## config.mk

```make
export PLATFORM = sky130hd
export DESIGN_NAME = dmem_arbiter
export DESIGN_NICKNAME = d
export VERILOG_FILES = /design/src/rtl/dmem_arbiter.sv
export SDC_FILE = /design/constraint.sdc
export NUM_CORES = 1
export LEC_CHECK = 0
export CAP_MARGIN = 25
export CORE_AREA = 8 8 140 142
export CTS_BUF_LIST = sky130_fd_sc_hd__clkbuf_4
export CTS_CLUSTER_DIAMETER = 150
export CTS_CLUSTER_SIZE = 10
export DETAILED_ROUTE_END_ITERATION = 8
export DIE_AREA = 0 0 148 150
export SLEW_MARGIN = 20
export SYNTH_ARGS = -nofsm -noshare
export SYNTH_HDL_FRONTEND = slang
export SYNTH_SLANG_ARGS = --single-unit
```

## constraint.sdc

```tcl
create_clock -name clk -period 4.3 [get_ports clk]
set_input_delay 0.43 -clock clk [delete_from_list [all_inputs] [get_ports clk]]
set_output_delay 0.43 -clock clk [all_outputs]
set_load 0.05 [all_outputs]
```

## src/rtl/dmem_arbiter.sv

```systemverilog
// Arbitrates data_memory between the core load/store port (fixed priority) and a DMA port,
// with a starvation counter that forces one DMA beat. Optional perf counters: DMEM_ARB_PERF_EN.
module dmem_arbiter #(
  parameter int ADDR_WIDTH   = 32,
  parameter int DATA_WIDTH   = 32,
  parameter int STARVE_LIMIT = 4
) (
  input  logic                  clk,
  input  logic                  rst,
  input  logic                  core_mem_read,
  input  logic                  core_mem_write,
  input  logic [ADDR_WIDTH-1:0] core_addr,
  input  logic [DATA_WIDTH-1:0] core_wdata,
  input  logic [1:0]            core_ls_type,
  input  logic                  core_unsigned,
  output logic [DATA_WIDTH-1:0] core_rdata,
  output logic                  core_stall,
  input  logic                  dma_valid,
  input  logic                  dma_write,
  input  logic [ADDR_WIDTH-1:0] dma_addr,
  input  logic [DATA_WIDTH-1:0] dma_wdata,
  input  logic [1:0]            dma_ls_type,
  input  logic                  dma_unsigned,
  output logic                  dma_ready,
  output logic                  dma_rvalid,
  output logic [DATA_WIDTH-1:0] dma_rdata,
  output logic [ADDR_WIDTH-1:0] mem_addr,
  output logic [DATA_WIDTH-1:0] mem_write_data,
  output logic                  mem_read,
  output logic                  mem_write,
  output logic [1:0]            load_store_type,
  output logic                  load_unsigned,
  input  logic [DATA_WIDTH-1:0] mem_read_data,
  output logic [31:0]           perf_core_stalls,
  output logic [31:0]           perf_dma_beats
);
  localparam int CW = $clog2(STARVE_LIMIT + 1);

  typedef enum logic {PRI_CORE, FORCE_DMA} state_t;

  state_t          state, state_nxt;
  logic [CW-1:0]   starve_cnt;
  logic            core_req, grant_dma, stall_raw, refused, handshake, at_limit;

  assign core_req   = core_mem_read | core_mem_write;
  assign at_limit   = (starve_cnt == CW'(STARVE_LIMIT - 1));
  assign core_rdata = mem_read_data;
  assign handshake  = dma_valid & dma_ready;

  always_comb begin
    grant_dma       = 1'b0;
    stall_raw       = 1'b0;
    state_nxt       = PRI_CORE;
    mem_addr        = core_addr;
    mem_write_data  = core_wdata;
    load_store_type = core_ls_type;
    load_unsigned   = core_unsigned;
    mem_read        = core_mem_read;
    mem_write       = core_mem_write;
    case (state)
      PRI_CORE:  grant_dma = dma_valid & ~core_req;
      FORCE_DMA: begin
        grant_dma = dma_valid;
        stall_raw = core_req & dma_valid;
      end
      default:   grant_dma = 1'b0;
    endcase
    refused = dma_valid & ~grant_dma;
    if (refused && at_limit) state_nxt = FORCE_DMA;
    if (grant_dma) begin
      mem_addr        = dma_addr;
      mem_write_data  = dma_wdata;
      load_store_type = dma_ls_type;
      load_unsigned   = dma_unsigned;
      mem_read        = ~dma_write;
      mem_write       = dma_write;
    end
    // Strobes and handshakes are held off for the whole reset pulse, not just at the edge.
    dma_ready  = grant_dma & ~rst;
    core_stall = stall_raw & ~rst;
    if (rst) begin
      mem_read  = 1'b0;
      mem_write = 1'b0;
    end
  end

  always_ff @(posedge clk or posedge rst) begin
    if (rst) begin
      state      <= PRI_CORE;
      starve_cnt <= '0;
      dma_rvalid <= 1'b0;
      dma_rdata  <= '0;
    end else begin
      state      <= state_nxt;
      dma_rvalid <= handshake & ~dma_write;
      if (handshake && !dma_write) dma_rdata <= mem_read_data;
      if (!dma_valid || handshake || (refused && at_limit)) starve_cnt <= '0;
      else if (refused)                                      starve_cnt <= starve_cnt + 1'b1;
    end
  end

`ifdef DMEM_ARB_PERF_EN
  always_ff @(posedge clk or posedge rst) begin
    if (rst) begin
      perf_core_stalls <= '0;
      perf_dma_beats   <= '0;
    end else begin
      if (core_stall && perf_core_stalls != 32'hFFFF_FFFF) perf_core_stalls <= perf_core_stalls + 32'd1;
      if (handshake && perf_dma_beats != 32'hFFFF_FFFF)    perf_dma_beats   <= perf_dma_beats + 32'd1;
    end
  end
`else
  assign perf_core_stalls = '0;
  assign perf_dma_beats   = '0;
`endif

endmodule

```

* Word-level counts from Yosys, hierarchy flattened *
Index checks and enable logic that the tools add are counted.

word-level totals
  logic and storage cells = 39
  output and inout port bits = 200
  input port bits = 172
  register bits after elaboration = 37

cells by class
  bitwise logic cells = 13
  add/subtract/negate cells = 1
  equal/unequal tests = 1
  reduce and logical (&&, ||, !) cells = 7
  muxes and demuxes = 13

operators by type and width
  operator                                        count
  two-way mux 32 bit                              2
  bitwise AND 1 bit                               7
  two-way mux 1 bit                               7
  two-way mux 3 bit                               2
  inverter 1 bit                                  5
  adder 3 x 1 -> 3 bit (second input constant)    1
  == test 3 x 2 -> 1 bit (second input constant)  1
  logical AND 1 bit                               2
  logical NOT 1 bit                               2
  logical OR 1 bit                                2
  two-way mux 2 bit                               1
  case mux 1 bit (2 select lines)                 1
  nonzero test 2 bit                              1
  OR 1 bit                                        1

* Longest topological paths before layout *
Gate-level depths: netlist of run 1.

  depth after elaboration = 9
  mapped depth = 4
  mapped depth without buffers = 4

* Least setup slack after synthesis of run 1 *
No wires, ideal clock.

  kind = input to output
  start point = in rst
  end point = out mem_read
  path slack = 2096 ps
  data required time = 3870 ps
  path buffers = 0
  stages on the path = 3
  data arrival time = 1774 ps
  cell sequence = inv_1 nand3_1 nand2_1

between the ends
  longest elaborated chain between the ends = 1

ends and longest elaborated chain
  item               line  RTL
  start, declared    9     input logic rst,
  two-way mux 1 bit  81    if (rst) begin
  end, declared      29    output logic mem_read,

No other way between the ends.

* Worst setup path in the final report of run 1 *
  start point = in core_mem_read
  end point = out mem_addr[26]

between the ends
  longest elaborated chain between the ends = 5

ends and longest elaborated chain
  item                             line  RTL
  start, declared                  10    input logic core_mem_read,
  OR 1 bit                         45    assign core_req = core_mem_read | core_mem_write;
  inverter 1 bit                   61    PRI_CORE: grant_dma = dma_valid & ~core_req;
  bitwise AND 1 bit                61
  case mux 1 bit (2 select lines)  60    case (state)
  two-way mux 32 bit               70    if (grant_dma) begin
  end, declared                    27    output logic [ADDR_WIDTH-1:0] mem_addr,

No other way between the ends.

==> metrics.md, run 1 <==
| Metric | Value |
|---|---|
| CTS tree | `built` |
| CTS Buf Count | `5` |
| Critical Path Stages | `6` |
| Hold Crit Class | `flop to flop` |
| Crit-path max cell delay | `0.75 ns` |
| Most common cell on crit path | `clkdlybuf4s50_1` |
| DR vias/cell | `3.65` |
| Vias in the first global route | `3223` |
| Reg-to-reg critical path startpoint | `state` |
| Worst R2R Setup Slack | `2.54 ns` |
| CTS resizes | `0` |
| Slew @ Worst Pin | `0.590 ns` |
| Req. time, crit path | `3.87 ns` |
| Pre-CTS setup slack | `1.11 ns` |
| Most frequent cell after synthesis | `buf_4` |
| Final Skew | `0.0192 ns` |
| CP delay by family, top | `buffers and inverters` |
| Hold slack | `0.518 ns` |
| Average wire per standard cell | `17.2 µm` |
| Critical path buffer and inverter count | `3` |
| Worst slew margin relative to its limit | `60.6%` |
| FILL cells | `1754` |
| Top cell type's share of synthesized area | `29.2%` |
| Largest net degree at the start of global routing | `72` |
| Dpl hpwl | `11500 µm` |
| CP Launch Type | `input port` |
| CTS clk-pin slew, worst paths | `0.11 ns` |
| Final min period | `3.21 ns` |
| Worst R2R End | `dma_rdata[5]` |
| Period utilization | `74.8%` |
| Final hold viol count | `0` |
| Io pins | `372` |
| Critical-path top delay cell | `clkdlybuf4s50_1` |
| Crit Path Class | `input port to output pin` |
| Peak Freq | `311 MHz` |
| Power density over cell area | `334 mW/mm²` |
| Crit path cell chain | `clkdlybuf4s50_1 > nor2_2 > o21ai_4 > buf_12 > mux2_2 > clkdlybuf4s50_1` |
| DRT Pass-1 Iters | `4` |
| Row cnt | `49` |
| CTS Hold Bufs | `0` |
| CP endpoint kind | `output pin` |
| Setup tns final | `0 ns` |
| Register area share after synthesis | `29.2%` |
| Final core utilization | `34.4%` |
| Port Buffers | `307` |
| Post-CTS Repair Setup Buffers | `0` |
| Synth warnings | `0` |
| DRC violations left | `0` |
| Final Slew Violations | `0` |
| Starting Density | `18.1%` |
| Clock Tree Root | `clkbuf_4` |
| DIE AREA | `0.0222 mm²` |
| Max cap viols | `0` |
| Via count | `2826` |
| Count of different cell masters after synthesis | `23` |
| Final GP Congestion | `0.788` |
| Main synth FF type | `dfrtp_1` |
| Worst Path Max Fanout | `71` |
| Area grow syn2layout | `90.1%` |
| Die height | `150 µm` |
| Max clock buf depth | `2` |
| Synth Instances | `270` |
| Share of layout cells above drive strength 1 | `21.0%` |
| Post-synth EDFFs | `0` |
| Post-layout worst setup margin | `1.09 ns` |
| Gr ovfl total | `0` |
| Synthesized area per cell | `11.7 µm²` |
| # H-tree levels | `2` |
| Status | `complete, no violations` |
| Post-synth top area cell | `dfrtp_1` |
| Worst setup path start | `core_mem_read` |
| CP arrival | `2.78 ns` |
| Unrepaired setup endpoints after global routing | `false` |
| CTS Sinks | `37` |
| Register bit total from synthesis | `37` |
| Finish-stage setup viols | `0` |
| R2R depth | `3` |
| Synth async-reset ratio | `100%` |
| Worst skew pair latency | `0.34 ns` |
| Initial drt markers | `46` |
| Final wirelength | `13300 µm` |
| Worst Setup EP | `mem_addr[26]` |
| Synth top cells by count | `buf_4 (96), mux2_2 (71), dfrtp_1 (37)` |
| Nets | `717` |
| Antenna Nets Post-Route | `0` |
| All-Layer GR Usage | `10.7%` |
| Initial antenna violation count | `1` |
| VDD IR max | `0.202 mV` |
| Synth area leaders | `dfrtp_1 (29%), mux2_2 (25%), buf_4 (23%)` |
| First-pass GRT wire length | `18900 µm` |
| Mapped Area | `0.00317 mm²` |
| Area of the core | `0.0175 mm²` |
| Die width | `148 µm` |
| Leakage | `2.55 nW` |
## sequential cells by signal, summed over array words and instances, names as in the netlist
| signal | flops |
|---|---|
| starve_cnt | 3 |
| dma_rdata | 32 |
| state | 1 |
| dma_rvalid | 1 |
## worst min-delay path by stage
stage	end	cells after the start	slack [ns]	start
3_3_place_gp	starve_cnt[0]	1	0.48	starve_cnt[0]
3_5_place_dp	dma_rdata[24]	1	0.49	dma_rdata[24]
6_report	starve_cnt[0]	1	0.52	starve_cnt[0]
5_1_grt	dma_rdata[24]	1	0.54	dma_rdata[24]
4_1_cts	starve_cnt[0]	1	0.52	starve_cnt[0]
2_1_floorplan	starve_cnt[0]	1	0.47	starve_cnt[0]
## logic make-up (layout without fill, tap and decap cells)
logic type	after synthesis	after routing	share of synthesized area (%)
buf+inv	111	322	26.9
mux	99	99	38.5
flops	37	37	29.2
simple gates	13	13	2.13
compound gates	7	7	2.33
fa+ha+maj	2	2	0.789
other cells	1	65	0.118
## metal layers
metal / wire length [µm] / track usage [%] / vias up
li1: - / - / 1314
met2: 6950 / 20.1 / 211
met5: 0 / 0 / -
met1: 4600 / 10.7 / 1297
met4: 51 / 1.94 / 0
met3: 1680 / 4.66 / 4
## cells in the final DEF, fill, tap and decap left out, types with 2 or more instances in the layout
cell type        instances
clkbuf_4                 5
mux2_4                  28
nor2_2                   2
inv_1                    4
nor3b_1                  2
dfrtp_1                 37
nor2_1                   2
ha_1                     2
mux2_2                  71
nand2_1                  4
clkdlybuf4s50_1        307
conb_1                  64
buf_4                    2
## report_power, final
group / switching (mW) / total, mW / internal (mW) / leakage, nW
clock: 0.122 / 0.187 / 0.0648 / 0.0316
combinational: 0.823 / 1.35 / 0.522 / 2.06
sequential: 0.0476 / 0.479 / 0.432 / 0.459
## stage by stage
stage                     area [µm²]  total power, mW  instances
after global placement          5960             1.83        765
final                           6020             2.01        774
after global routing            6020             2.10        774
after CTS                       6020             2.04        773
after detailed placement        5960             1.84        765
after floorplan                 3410             1.41        333
## final cells by class
| class | count | area (µm²) | area share [%] |
|---|---|---|---|
| diodes | 1 | 2.50 | 0.0415 |
| multi-input cells | 185 | 1630 | 27.0 |
| clock inverters | 3 | 21.3 | 0.353 |
| well taps | 229 | 287 | 4.76 |
| clock buffers | 5 | 37.5 | 0.623 |
| inverters | 4 | 15.0 | 0.249 |
| flip-flops and latches | 37 | 926 | 15.4 |
| repair buffers | 310 | 3110 | 51.6 |
Note: power is estimated with default switching activity, not from simulation.
==> run 2, diff against run 1 <==
CORE_AREA = 8 8 137 139   (was 8 8 140 142)
DIE_AREA = 0 0 145 147   (was 0 0 148 150)
clock period = 3.35 ns   (was 4.3 ns; I/O delays follow)
==> metrics.md, run 2 (synthesized netlist as in run 1, its figures left out) <==
| Metric | Value |
|---|---|
| Nets | `727 (+1.4%)` |
| Layout Cells excl Fill | `780 (+0.78%)` |
| Peak Freq | `333 MHz` |
| Setup tns final | `0 ns (unchanged)` |
| Multi-input gate area | `0.00163 mm² (unchanged)` |
| Unrepaired setup endpoints after global routing | `false` |
| Req. time, crit path | `3.01 ns (-0.86 ns)` |
| DR vias/cell | `3.64 (-0.31%)` |
| Initial antenna violation count | `2 (+1)` |
| All-Layer GR Usage | `12.1% (+1.5 points)` |
| CTS Buf Count | `5 (unchanged)` |
| FILL cells | `1598 (-8.9%)` |
| First-pass GRT wire length | `20700 µm (+9.5%)` |
| Leakage | `2.63 nW (+3.1%)` |
| CTS Sinks | `37 (unchanged)` |
| CP arrival | `2.67 ns (-0.11 ns)` |
| Antenna Nets Post-Route | `0 (unchanged)` |
| Die height | `147 µm (-2.0%)` |
| Io pins | `372 (unchanged)` |
| Max cap viols | `0 (unchanged)` |
| FF+latch area | `926 µm² (unchanged)` |
| Biggest register | `dma_rdata` |
| Final Skew | `0.0112 ns (-0.00800 ns)` |
| Post-CTS Repair Setup Buffers | `0 (unchanged)` |
| DRT Pass-1 Iters | `4 (unchanged)` |
| Largest regs | `dma_rdata x32, starve_cnt x3` |
| Crit Path Class | `input port to output pin` |
| # H-tree levels | `2 (unchanged)` |
| Power density over cell area | `435 mW/mm² (+30%)` |
| Share of layout cells above drive strength 1 | `23.1% (+2.1 points)` |
| Final Slew Violations | `0 (unchanged)` |
| Dpl hpwl | `12300 µm (+6.6%)` |
| Worst slew margin relative to its limit | `61.5% (+0.92 points)` |
| Area grow syn2layout | `93.9%` |
| Placed Instances | `771 (+0.78%)` |
| DRC violations left | `0 (unchanged)` |
| Commonest non-fill, non-tap cell in the layout | `clkdlybuf4s50_1` |
| Initial drt markers | `61 (+33%)` |
| CTS clk-pin slew, worst paths | `0.11 ns (about the same)` |
| CTS tree | `built` |
| Max clock buf depth | `2 (unchanged)` |
| Worst setup path start | `core_mem_read` |
| Area of the core | `0.0168 mm² (-4.4%)` |
| Final min period | `3.01 ns` |
| VDD IR max | `0.199 mV (-1.3%)` |
| Final GP Congestion | `0.778 (-1.3%)` |
| Largest net degree at the start of global routing | `39 (-46%)` |
| Final core utilization | `36.7% (+2.3 points)` |
| CP endpoint kind | `output pin` |
| CP Launch Type | `input port` |
| Row cnt | `48 (-2.0%)` |
| Hold Crit Class | `flop to flop` |
| Average wire per standard cell | `17.7 µm (+3.3%)` |
| Status | `complete, no violations` |
| DIE AREA | `0.0213 mm² (-4.0%)` |
| Vias in the first global route | `3406 (+5.7%)` |
| Largest register FFs | `32 (unchanged)` |
| Slew @ Worst Pin | `0.576 ns (-0.0138 ns)` |
| Worst Path Max Fanout | `16 (-77%)` |
| Worst skew pair latency | `0.34 ns (about the same)` |
| Final Power | `2.67 mW (+33%)` |
| Via count | `2839 (+0.46%)` |
| Final hold viol count | `0 (unchanged)` |
| Most frequent cells in the layout | `clkdlybuf4s50_1 (303), mux2_2 (71), conb_1 (64)` |
| Reg-to-reg critical path startpoint | `state` |
| Hold path start | `starve_cnt[0]` |
| CTS Hold Bufs | `0 (unchanged)` |
| Port Buffers | `307 (unchanged)` |
| Finish-stage setup viols | `0 (unchanged)` |
| CTS resizes | `0 (unchanged)` |
| Gr ovfl total | `0 (unchanged)` |
| Final wirelength | `13800 µm (+4.1%)` |
| Period utilization | `89.7%` |
| Starting Density | `18.9% (+0.84 points)` |
| Die width | `145 µm (-2.0%)` |
| Clock Tree Root | `clkbuf_4` |
## run 2: cell count changes in the layout (fill, tap and decap cells not counted)
cell             previous run  this run
buf_12                      1         4
clkbuf_4                    5         6
clkinv_4                    0         1
bufinv_16                   0         1
clkinv_2                    1         0
inv_6                       1         0
clkdlybuf4s50_1           307       303
buf_4                       2        13
clkinvlp_4                  1         0
## run 2: final timing paths
kind,to,slack [ns],cells after the start
min reg2reg,starve_cnt[0],0.51,1
min,starve_cnt[0],0.51,1
max in group asynchronous,dma_rdata[0],2.34,3
max reg2reg,dma_rdata[5],1.85,3
max,mem_addr[30],0.34,6
min in group asynchronous,dma_rdata[13],0.67,3
## run 2: power by group
part / internal, mW / switching (mW)
logic: 0.681 / 1.05
clock network: 0.167 / 0.155
registers: 0.554 / 0.0601
## run 2: worst max-delay path: stages
cell             delay (ns)
clkdlybuf4s50_1        0.55
nor2_2                 0.09
o21ai_4                0.39
buf_12                 0.21
mux2_2                 0.34
clkdlybuf4s50_1        0.73
## run 2: through the flow
stage | instance area [µm²] | hold slack (ns) | worst slack, ns
floorplan | 3410 | 0.470 | 1.34
global placement | 6060 | 0.483 | 0.318
detailed placement | 6060 | 0.492 | 0.305
CTS | 6140 | 0.515 | 0.290
global route | 6150 | 0.532 | 0.207
finish | 6150 | 0.507 | 0.344
## run 2: area by class of cell
| cell class | instances | area share (%) |
|---|---|---|
| clock buffers | 6 | 0.733 |
| diodes | 1 | 0.0407 |
| multi-input cells | 185 | 26.5 |
| well taps | 225 | 4.58 |
| flip-flops and latches | 37 | 15.1 |
| inverters | 4 | 0.244 |
| clock inverters | 2 | 0.631 |
| repair buffers | 320 | 52.2 |
## run 2: metal layers
metal,share of wire [%],track usage (%),vias up,routed length [µm]
li1,-,-,1329,-
met1,35,12.1,1329,4820
met2,55,23.3,177,7580
met3,9.8,4.86,4,1360
met4,0.49,2.10,0,68
met5,0,0,-,0
==> run 3, diff against run 2 <==
SLEW_MARGIN = 10   (was 20)
==> results of run 3 <==
Same layout as run 2: the final DEF is identical, and so are final timing and power.
